==> src/rtl/cam_line_capture.sv <==
// Camera capture stage: oversamples the camera bus into CLK, pairs bytes into
// RGB565 line-buffer writes. Optional: CAM_LINE_CAPTURE_TEST_PATTERN_EN.
module cam_line_capture #(
   parameter int H_PIXELS    = 640,
   parameter int ADDR_W      = 10,
   parameter int SYNC_STAGES = 2
) (
   input  logic              CLK,
   input  logic              RST,
   input  logic              PCLK,
   input  logic              CamHsync,
   input  logic              CamVsync,
   input  logic [7:0]        CamData,
   output logic [ADDR_W-1:0] LB_WR_ADDR,
   output logic [15:0]       LB_WR_DATA,
   output logic              LB_WR_N,
   output logic              CamHsync_EDGE,
   output logic              CamVsync_EDGE,
   output logic [8:0]        CamLineCount,
   output logic              LineOverrun
);

   typedef enum logic [1:0] {IDLE, FRAME, LINE} state_t;

   localparam logic [ADDR_W:0] PIX_MAX = (ADDR_W+1)'(H_PIXELS);

   state_t state, stateNext;

   logic [SYNC_STAGES-1:0]      pclkSync, hrefSync, vsSync;
   logic [SYNC_STAGES-1:0][7:0] dataSync;
   logic                        pclkPrev, hrefPrev, vsPrev;
   logic                        pclkS, hrefS, vsS;
   logic [7:0]                  dataS;
   logic                        pclkRise, hrefFall, vsRise;

   logic [ADDR_W:0] pixCnt;
   logic            phase;
   logic [7:0]      hiByte;
   logic [15:0]     pixData;
   logic            latchHi, writePix, overrunHit;

   assign pclkS    = pclkSync[SYNC_STAGES-1];
   assign hrefS    = hrefSync[SYNC_STAGES-1];
   assign vsS      = vsSync[SYNC_STAGES-1];
   assign dataS    = dataSync[SYNC_STAGES-1];
   assign pclkRise = pclkS & ~pclkPrev;
   assign hrefFall = ~hrefS & hrefPrev;
   assign vsRise   = vsS & ~vsPrev;

`ifdef CAM_LINE_CAPTURE_TEST_PATTERN_EN
   logic [2:0] bar;
   assign bar     = pixCnt[ADDR_W-1:ADDR_W-3];
   assign pixData = {{5{bar[2]}}, {6{bar[1]}}, {5{bar[0]}}};
`else
   assign pixData = {hiByte, dataS};
`endif

   // Bring all camera inputs into CLK through equal-depth chains
   always_ff @(posedge CLK) begin
      if (RST) begin
         pclkSync <= '0;
         hrefSync <= '0;
         vsSync   <= '0;
         dataSync <= '0;
         pclkPrev <= 1'b0;
         hrefPrev <= 1'b0;
         vsPrev   <= 1'b0;
      end else begin
         pclkSync <= {pclkSync[SYNC_STAGES-2:0], PCLK};
         hrefSync <= {hrefSync[SYNC_STAGES-2:0], CamHsync};
         vsSync   <= {vsSync[SYNC_STAGES-2:0], CamVsync};
         dataSync <= {dataSync[SYNC_STAGES-2:0], CamData};
         pclkPrev <= pclkS;
         hrefPrev <= hrefS;
         vsPrev   <= vsS;
      end
   end

   // Capture state register
   always_ff @(posedge CLK) begin
      if (RST) state <= IDLE;
      else     state <= stateNext;
   end

   // Next state and per-byte capture decisions; vsync rise overrides all
   always_comb begin
      stateNext  = state;
      latchHi    = 1'b0;
      writePix   = 1'b0;
      overrunHit = 1'b0;
      if (vsRise) begin
         stateNext = FRAME;
      end else begin
         unique case (state)
            IDLE:    stateNext = IDLE;
            FRAME:   if (pclkRise && hrefS) stateNext = LINE;
            LINE:    if (hrefFall) stateNext = FRAME;
            default: stateNext = IDLE;
         endcase
         if (state != IDLE && hrefS && pclkRise) begin
            if (!phase)                latchHi    = 1'b1;
            else if (pixCnt == PIX_MAX) overrunHit = 1'b1;
            else                       writePix   = 1'b1;
         end
      end
   end

   // Byte pairing, write strobe, line/frame bookkeeping
   always_ff @(posedge CLK) begin
      if (RST) begin
         LB_WR_ADDR    <= '0;
         LB_WR_DATA    <= '0;
         LB_WR_N       <= 1'b1;
         CamHsync_EDGE <= 1'b0;
         CamVsync_EDGE <= 1'b0;
         CamLineCount  <= '0;
         LineOverrun   <= 1'b0;
         pixCnt        <= '0;
         phase         <= 1'b0;
         hiByte        <= '0;
      end else begin
         LB_WR_N       <= 1'b1;
         CamHsync_EDGE <= hrefFall;
         CamVsync_EDGE <= vsRise;
         if (vsRise) begin
            CamLineCount <= '0;
            pixCnt       <= '0;
            phase        <= 1'b0;
            LineOverrun  <= 1'b0;
         end else begin
            if (hrefFall && state != IDLE) begin
               pixCnt <= '0;
               phase  <= 1'b0;
               if (CamLineCount != 9'd511)
                  CamLineCount <= CamLineCount + 9'd1;
            end
            if (latchHi) begin
               hiByte <= dataS;
               phase  <= 1'b1;
            end
            if (writePix) begin
               LB_WR_N    <= 1'b0;
               LB_WR_ADDR <= pixCnt[ADDR_W-1:0];
               LB_WR_DATA <= pixData;
               pixCnt     <= pixCnt + 1'b1;
               phase      <= 1'b0;
            end
            if (overrunHit) begin
               LineOverrun <= 1'b1;
               phase       <= 1'b0;
            end
         end
      end
   end

endmodule

==> config.mk <==
export PLATFORM = sky130hd
export DESIGN_NAME = cam_line_capture
export DESIGN_NICKNAME = d
export VERILOG_FILES = /design/src/rtl/cam_line_capture.sv
export SDC_FILE = /design/constraint.sdc
export NUM_CORES = 1
export LEC_CHECK = 0
export BUFFER_PORTS_ARGS = -buffer_cell sky130_fd_sc_hd__buf_2
export CAP_MARGIN = 20
export CORE_MARGIN = 2
export CORE_UTILIZATION = 50
export DETAILED_ROUTE_END_ITERATION = 12
export GPL_ROUTABILITY_DRIVEN = 1
export PLACE_DENSITY = 0.79
export SLEW_MARGIN = 20
export SYNTH_ARGS = -nofsm -noshare
export SYNTH_HDL_FRONTEND = slang
export SYNTH_SLANG_ARGS = --single-unit
==> constraint.sdc <==
create_clock -name CLK -period 5.8 [get_ports CLK]
set_input_delay 0 -clock CLK [delete_from_list [all_inputs] [get_ports CLK]]
set_output_delay 0 -clock CLK [all_outputs]
set_load 0.01 [all_outputs]
==> impl_metrics.tcl, run 1 <==
set metrics [dict create \
    critical_path.slowest_cell "or4b_2" \
    multi_input_area_um2 1480 \
    outcome "finished, violations left" \
    start_util_pct 52.2 \
    die_x_um 85.8 \
    post_cts_resize_count 0 \
    drive_gt1_share_pct 20.1 \
    path_clk_slew_ps 90 \
    clockBufferDepth 2 \
    yosysUniqueCellTypes 49 \
    remaining_drc_errors 3 \
    ys.warnings.count 0 \
    synth_cells 358 \
    wirelength_um 6720 \
    drv_cap 0 \
    htreeDepth 3 \
    antenna_found_initial 0 \
    cpPeakStageDelay_ps 620 \
    final_nets 425 \
    r2r_end "CamLineCount[4]$_SDFFE_PP0P_" \
    placedCellCount 462 \
    hold_start "RST" \
    path_max_fanout 6 \
    final_cells 490 \
    pin_count 52 \
    p_per_area_nw_per_um2 273 \
    hold_path_class "in -> reg" \
    endpoint_kind "flop" \
    synth-seq-area-share_pct 51.4 \
    final_core_util_pct 61.2 \
    syn_area_per_cell_um2 9.36 \
    critPathLaunchType "flop" \
    core_area_um2 6420 \
    synthToLayoutAreaGrowth_pct 17.4 \
    cts_buffers 9 \
    layout_commonest_cell "dfxtp_1" \
    hold_path_end "vsSync[0]$_SDFF_PP0_" \
    violations "DRC" \
    synth_edf_count 0 \
    timing.fmax_ghz 0.463 \
    cp.arrival_ps 2430 \
    cp_common_cell "ha_1" \
    min_path_cells 3 \
    globalplace.congestion 0.837 \
    cp_data_required_time_ps 6070 \
    grt_overflow_total 0 \
    die_area_um2 7370 \
    async_reset_ff_share_pct 0 \
    syn_area_um2 3350 \
    die_y_um 85.8 \
    first_pass_iters 8 \
    period_share_pct 37.2 \
    fin_tns_setup_ps 0 \
    fill_cells 528 \
    worst_pin_slew_ps 950 \
    cts_root_buf "clkbuf_8" \
    grt_pass1_vias 2427 \
    grt.total_usage_pct 18.6 \
    p_leak_nw 1.45 \
    setup_viol 0 \
    insertion_delay_ps 360 \
    syn_nets 375 \
    p_total_w 0.00107 \
    postRouteAntennaNets 0 \
    synth_seq_cells 86 \
    cpLargestDelayFamily "simple AND/OR/NAND/NOR gates" \
    rsz0062_at_grt "no" \
    cp_num_buf_inv 0 \
    fin_worst_skew_ps 10.1 \
    drv_slew 0 \
    most-common-layout-cells "dfxtp_1, buf_2, a21oi_1" \
    final_hold_viol_count 0 \
    wire_per_inst_um 13.7 \
    core.rowCount 29 \
    r2r_setup_slack_ps 3640 \
    drt-initial-drc-count 167 \
    synth-main-ff-cell "dfxtp_1" \
    regArea_um2 1720 \
    hold_ws_ps 224 \
    grt_max_degree 65 \
    path_class "reg -> reg" \
    rr_worst_depth 7 \
    vdd_drop_max_mv 0.194 \
    insertedDiodeCount 0 \
    vias 2751 \
    cp_cell_sequence "ha_1 > nand3_1 > nor2_1 > ha_1 > nor3_4 > or4b_2 > a21oi_1" \
    layout_min_cycle_time_ps 2160 \
    max_slew_margin_pct 36.7 \
    cts.sinks 86 \
    io_buffers 51 \
    place_hpwl_um 4020 \
    tritoncts "built" \
    vias_per_cell 5.61 \
    grt_pass1_wl_um 11100 \
    reg2reg_from "CamLineCount[0]$_SDFFE_PP0P_" \
]
-- cell usage after synthesis (all sizes together), types with 6 or more instances --
cell | number | area share (%)
dfxtp | 86 | 51
clkbuf | 16 | 1.8
nor2 | 22 | 2.5
nor2b | 29 | 5.4
mux2i | 9 | 2.7
o211ai | 8 | 1.8
a21oi | 35 | 5.2
a31oi | 6 | 1.1
nand3 | 32 | 4.8
nand2 | 13 | 1.5
o21ai | 30 | 4.5
buf | 11 | 2.1
-- per-stage QoR --
stage | cell area (um^2) | setup slack (ps)
after floorplan | 3350 | 3790
after global placement | 3600 | 3470
after detailed placement | 3600 | 3420
after CTS | 3920 | 3400
after global routing | 3930 | 3550
final | 3930 | 3640
-- state kept, by name (all words and copies together) (netlist names), 2 cells and up --
register and flops:
LB_WR_DATA 16, pixCnt 11, LB_WR_ADDR 10, CamLineCount 9
dataS 8, dataSync 8, hiByte 8, hrefSync 2
pclkSync 2, state 2, vsSync 2
-- kinds of logic after synthesis --
kind of cell	count (synthesis)	synth area share, %
muxes	11	3.36
AOI/OAI and AO/OA	88	14.9
and+or+nand+nor	134	23.6
adders and majority gates	4	1.49
buffers and inverters	32	4.52
xor gates and xnor gates	3	0.785
DFF	86	51.4
-- worst max-delay path by stage --
stage / from / endpoint / cells after the start
2_1_floorplan: CamLineCount[0]$_SDFFE_PP0P_ / CamLineCount[7]$_SDFFE_PP0P_ / 7
3_3_place_gp: pixCnt[9]$_SDFFE_PP0P_ / pixCnt[7]$_SDFFE_PP0P_ / 4
3_5_place_dp: pixCnt[2]$_SDFFE_PP0P_ / pixCnt[7]$_SDFFE_PP0P_ / 4
4_1_cts: pixCnt[2]$_SDFFE_PP0P_ / pixCnt[7]$_SDFFE_PP0P_ / 4
5_1_grt: CamLineCount[0]$_SDFFE_PP0P_ / CamLineCount[4]$_SDFFE_PP0P_ / 7
6_report: CamLineCount[0]$_SDFFE_PP0P_ / CamLineCount[4]$_SDFFE_PP0P_ / 7
-- worst min-delay path: cells and delay by family --
kind | cells | cell delay, ps
buffers and inverters | 2 | 380
AND/OR/NAND/NOR | 1 | 160
-- timing repair --
item | 4_1_cts | 5_1_grt
setup buffers | 0 | 0
hold buffers | 11 | 0
endpoints found under the hold margin | 11 | 0
-- area by class of cell --
class	count	share of cell area [%]
clock inverters	7	2.29
flip-flops and latches	86	43.8
repair buffers	66	10.1
clock buffers	9	3.15
well taps	77	2.45
inverters	5	0.477
multi-input cells	240	37.7
-- where the power goes --
part / leakage [nW] / switching [W] / total [W] / internal, W
sequential: 0.698 / 0.00000335 / 0.000602 / 0.000598
combinational: 0.655 / 0.0000168 / 0.0000316 / 0.0000148
clock: 0.101 / 0.000233 / 0.000441 / 0.000208
-- routing by layer --
metal | routed length (um) | track usage, %
met1 | 3100 | 24.8
met2 | 3180 | 29.0
met3 | 364 | 4.14
met4 | 77 | 7.94
met5 | 0 | 0
(Power assumes the default switching activity.)
==> inputs of run 2 (changes only) <==
--- a/config.mk
+++ b/config.mk
@@ -5,13 +5,14 @@
 export SDC_FILE = /design/constraint.sdc
 export NUM_CORES = 1
 export LEC_CHECK = 0
+export ABC_AREA = 1
 export BUFFER_PORTS_ARGS = -buffer_cell sky130_fd_sc_hd__buf_2
 export CAP_MARGIN = 20
 export CORE_MARGIN = 2
 export CORE_UTILIZATION = 50
 export DETAILED_ROUTE_END_ITERATION = 12
 export GPL_ROUTABILITY_DRIVEN = 1
-export PLACE_DENSITY = 0.79
+export PLACE_DENSITY = 0.82
 export SLEW_MARGIN = 20
 export SYNTH_ARGS = -nofsm -noshare
 export SYNTH_HDL_FRONTEND = slang
==> constraint.sdc (replaced) <==
create_clock -name CLK -period 1.8 [get_ports CLK]
set_input_delay 0 -clock CLK [delete_from_list [all_inputs] [get_ports CLK]]
set_output_delay 0 -clock CLK [all_outputs]
set_load 0.01 [all_outputs]
==> run 2 against run 1 <==
Compared with the run above: the run now ends clean; sequential share of layout area is 0.20 points lower; power grew to 3.1 times the previous value; non-clock buffer count is 7 higher; global-route usage is 0.65 points higher; highest routed layer unchanged; synthesized cell count is 21% higher; die area is 1.2% lower; design area is 0.60% higher; final cell count is 19% higher; synthesized area is 1.3% lower; utilization is 0.72 points higher.
==> impl_metrics.tcl, run 2 <==
set metrics [dict create \
    outcome "completed" \
    first_pass_iters 4 \
    ys_top_cells_by_count "nor2_1, dfxtp_1, nand2_1" \
    synth-main-ff-cell "dfxtp_1" \
    setup_ws_ps 114 \
    critical_path.slowest_cell "dfxtp_1" \
    largest-register "LB_WR_DATA" \
    syn_area_per_cell_um2 7.62 \
    globalplace.congestion 0.870 \
    core.rowCount 29 \
    drv_cap 0 \
    sw_frac_of_total_pct 25.0 \
    synthTopCellsByArea "dfxtp_1, nor2_1, nand2_1" \
    path_class "reg -> reg" \
    tritoncts "built" \
    worst_pin_slew_ps 497 \
    largest_reg_flops 16 \
    p_int_w 0.00253 \
    syn_area_um2 3310 \
    pin_count 52 \
    most-common-layout-cells "nor2_1, dfxtp_1, nand2_1" \
    cp_cell_sequence "ha_2 > nand4_1 > nor2_1 > ha_1 > inv_1 > nand3_2 > nor2_4 > nand2_1 > xor2_1 > nor2_1" \
    grt_overflow_total 0 \
    p_leak_nw 1.77 \
    grt_max_degree 39 \
    setup_viol 0 \
    clockBufferDepth 2 \
    p_per_area_nw_per_um2 852 \
    grt.total_usage_pct 19.2 \
    htreeDepth 3 \
    path_max_fanout 9 \
    layout_min_cycle_time_ps 1690 \
    path_clk_slew_ps 90 \
    vias 2790 \
    yosysUniqueCellTypes 23 \
    period_share_pct 93.6 \
    core_area_um2 6390 \
    endpoint_kind "flop" \
    cpPeakStageDelay_ps 330 \
    wire_per_inst_um 11.5 \
    layout_commonest_cell "nor2_1" \
    place_hpwl_um 4440 \
    fin_tns_setup_ps 0 \
    drv_slew 0 \
    postPlaceCellArea_um2 3620 \
    largestRegisters "LB_WR_DATA x16, pixCnt x11, LB_WR_ADDR x10" \
    ys.warnings.count 0 \
    die_y_um 85.3 \
    vdd_drop_max_mv 0.517 \
    wirelength_um 6710 \
    cts.sinks 86 \
    max_slew_margin_pct 66.8 \
    syn_nets 451 \
    final_nets 517 \
    dp_slack_ps 83.8 \
    antenna_found_initial 0 \
    synth_most_common_cell "nor2_1" \
    io_buffers 51 \
    pwr-share-seq_pct 57.5 \
    remaining_drc_errors 0 \
    synth-seq-area-share_pct 52.1 \
    synth_seq_cells 86 \
    critPathLaunchType "flop" \
    cts_buffers 9 \
    die_x_um 85.3 \
    fill_cells 578 \
    synth_top_area_share_pct 52.1 \
    hold_ws_ps 379 \
    drive_gt1_share_pct 18.0 \
    timing.fmax_ghz 0.593 \
    grt_pass1_wl_um 11200 \
    yosysTopAreaCell "dfxtp_1" \
    postLayoutCellArea_um2 3960 \
    combPwrFrac_pct 3.8 \
    synthToLayoutAreaGrowth_pct 19.7 \
    cp_data_required_time_ps 2030 \
    start_util_pct 51.8 \
    p_sw_w 0.000842 \
    final_hold_viol_count 0 \
    cp.arrival_ps 1910 \
    async_reset_ff_share_pct 0 \
    cp_common_cell "nor2_1" \
    synth_edf_count 0 \
    insertion_delay_ps 360 \
    synth_cells 434 \
    postRouteAntennaNets 0 \
    die_area_um2 7280 \
    hold_path_class "in -> reg" \
    grt_pass1_vias 2596 \
    cts_root_buf "clkbuf_8" \
    fin_worst_skew_ps 12.6 \
    vias_per_cell 4.79 \
    drt-initial-drc-count 202 \
    clkPwrFrac_pct 38.6 \
    insertedDiodeCount 0 \
]
run 2: kinds of logic after synthesis:
| family | Yosys count | share of synthesized area [%] |
|---|---|---|
| xor gates and xnor gates | 3 | 0.795 |
| DFF | 86 | 52.1 |
| AOI/OAI and AO/OA | 58 | 8.89 |
| buffers and inverters | 73 | 10.1 |
| adders and majority gates | 4 | 1.51 |
| and+or+nand+nor | 210 | 26.6 |
run 2: per-stage QoR:
step / power, W / instances / utilization (%)
detailed placement: 0.00209 / 553 / 56.7
global placement: 0.00209 / 553 / 56.7
global route: 0.00349 / 582 / 62.0
floorplan: 0.00205 / 434 / -
CTS: 0.00339 / 582 / 61.8
finish: 0.00337 / 582 / 62.0
run 2: worst paths after layout:
kind	from	endpoint	slack, ps	depth (start not counted)
max	CamLineCount[0]$_SDFFE_PP0P_	CamLineCount[5]$_SDFFE_PP0P_	110	10
min	CamHsync	hrefSync[0]$_SDFF_PP0_	380	4
max reg2reg	CamLineCount[0]$_SDFFE_PP0P_	CamLineCount[5]$_SDFFE_PP0P_	110	10
min reg2reg	dataSync[7]$_SDFF_PP0_	dataS[7]$_SDFF_PP0_	400	2
run 2: critical path: cells and delay by family, from the launching register on:
family,cells,cell delay [ps]
adder cells (fa/ha/maj),2,360
buffers and inverters,1,60
flip-flops,1,330
XOR/XNOR,1,170
AND/OR/NAND/NOR,6,640
run 2: layout make-up:
cell class | instances | area, um^2 | share of cell area [%]
Sequential cell | 86 | 1720 | 43.6
Timing Repair Buffer | 73 | 478 | 12.1
Multi-Input combinational cell | 275 | 1260 | 31.8
Tap cell | 77 | 96.3 | 2.44
Clock inverter | 7 | 68.8 | 1.74
Clock buffer | 9 | 124 | 3.13
Inverter | 55 | 206 | 5.22
run 2: timing repair:
action                                 4_1_cts  5_1_grt
setup endpoints to repair                    0        2
endpoints found under the hold margin       15        0
gates resized for setup                      0        5
hold buffers                                13        0
setup buffers                                0        0
run 2: metal layers:
metal / share of wire (%) / global-route usage [%] / up-vias / routed length, um
li1: - / - / 1475 / -
met1: 44 / 23.5 / 1224 / 2960
met2: 49 / 32.9 / 78 / 3290
met3: 4.4 / 3.21 / 13 / 297
met4: 2.5 / 8.95 / 0 / 169
met5: 0 / 0 / - / 0
run 2: power by group through the flow:
stage               Combinational, W  Sequential (W)  Clock (W)
floorplan                  0.0000701         0.00198          0
global placement            0.000103         0.00198          0
detailed placement          0.000105         0.00198          0
CTS                         0.000127         0.00194    0.00132
global route                0.000147         0.00194    0.00140
finish                      0.000130         0.00194    0.00130
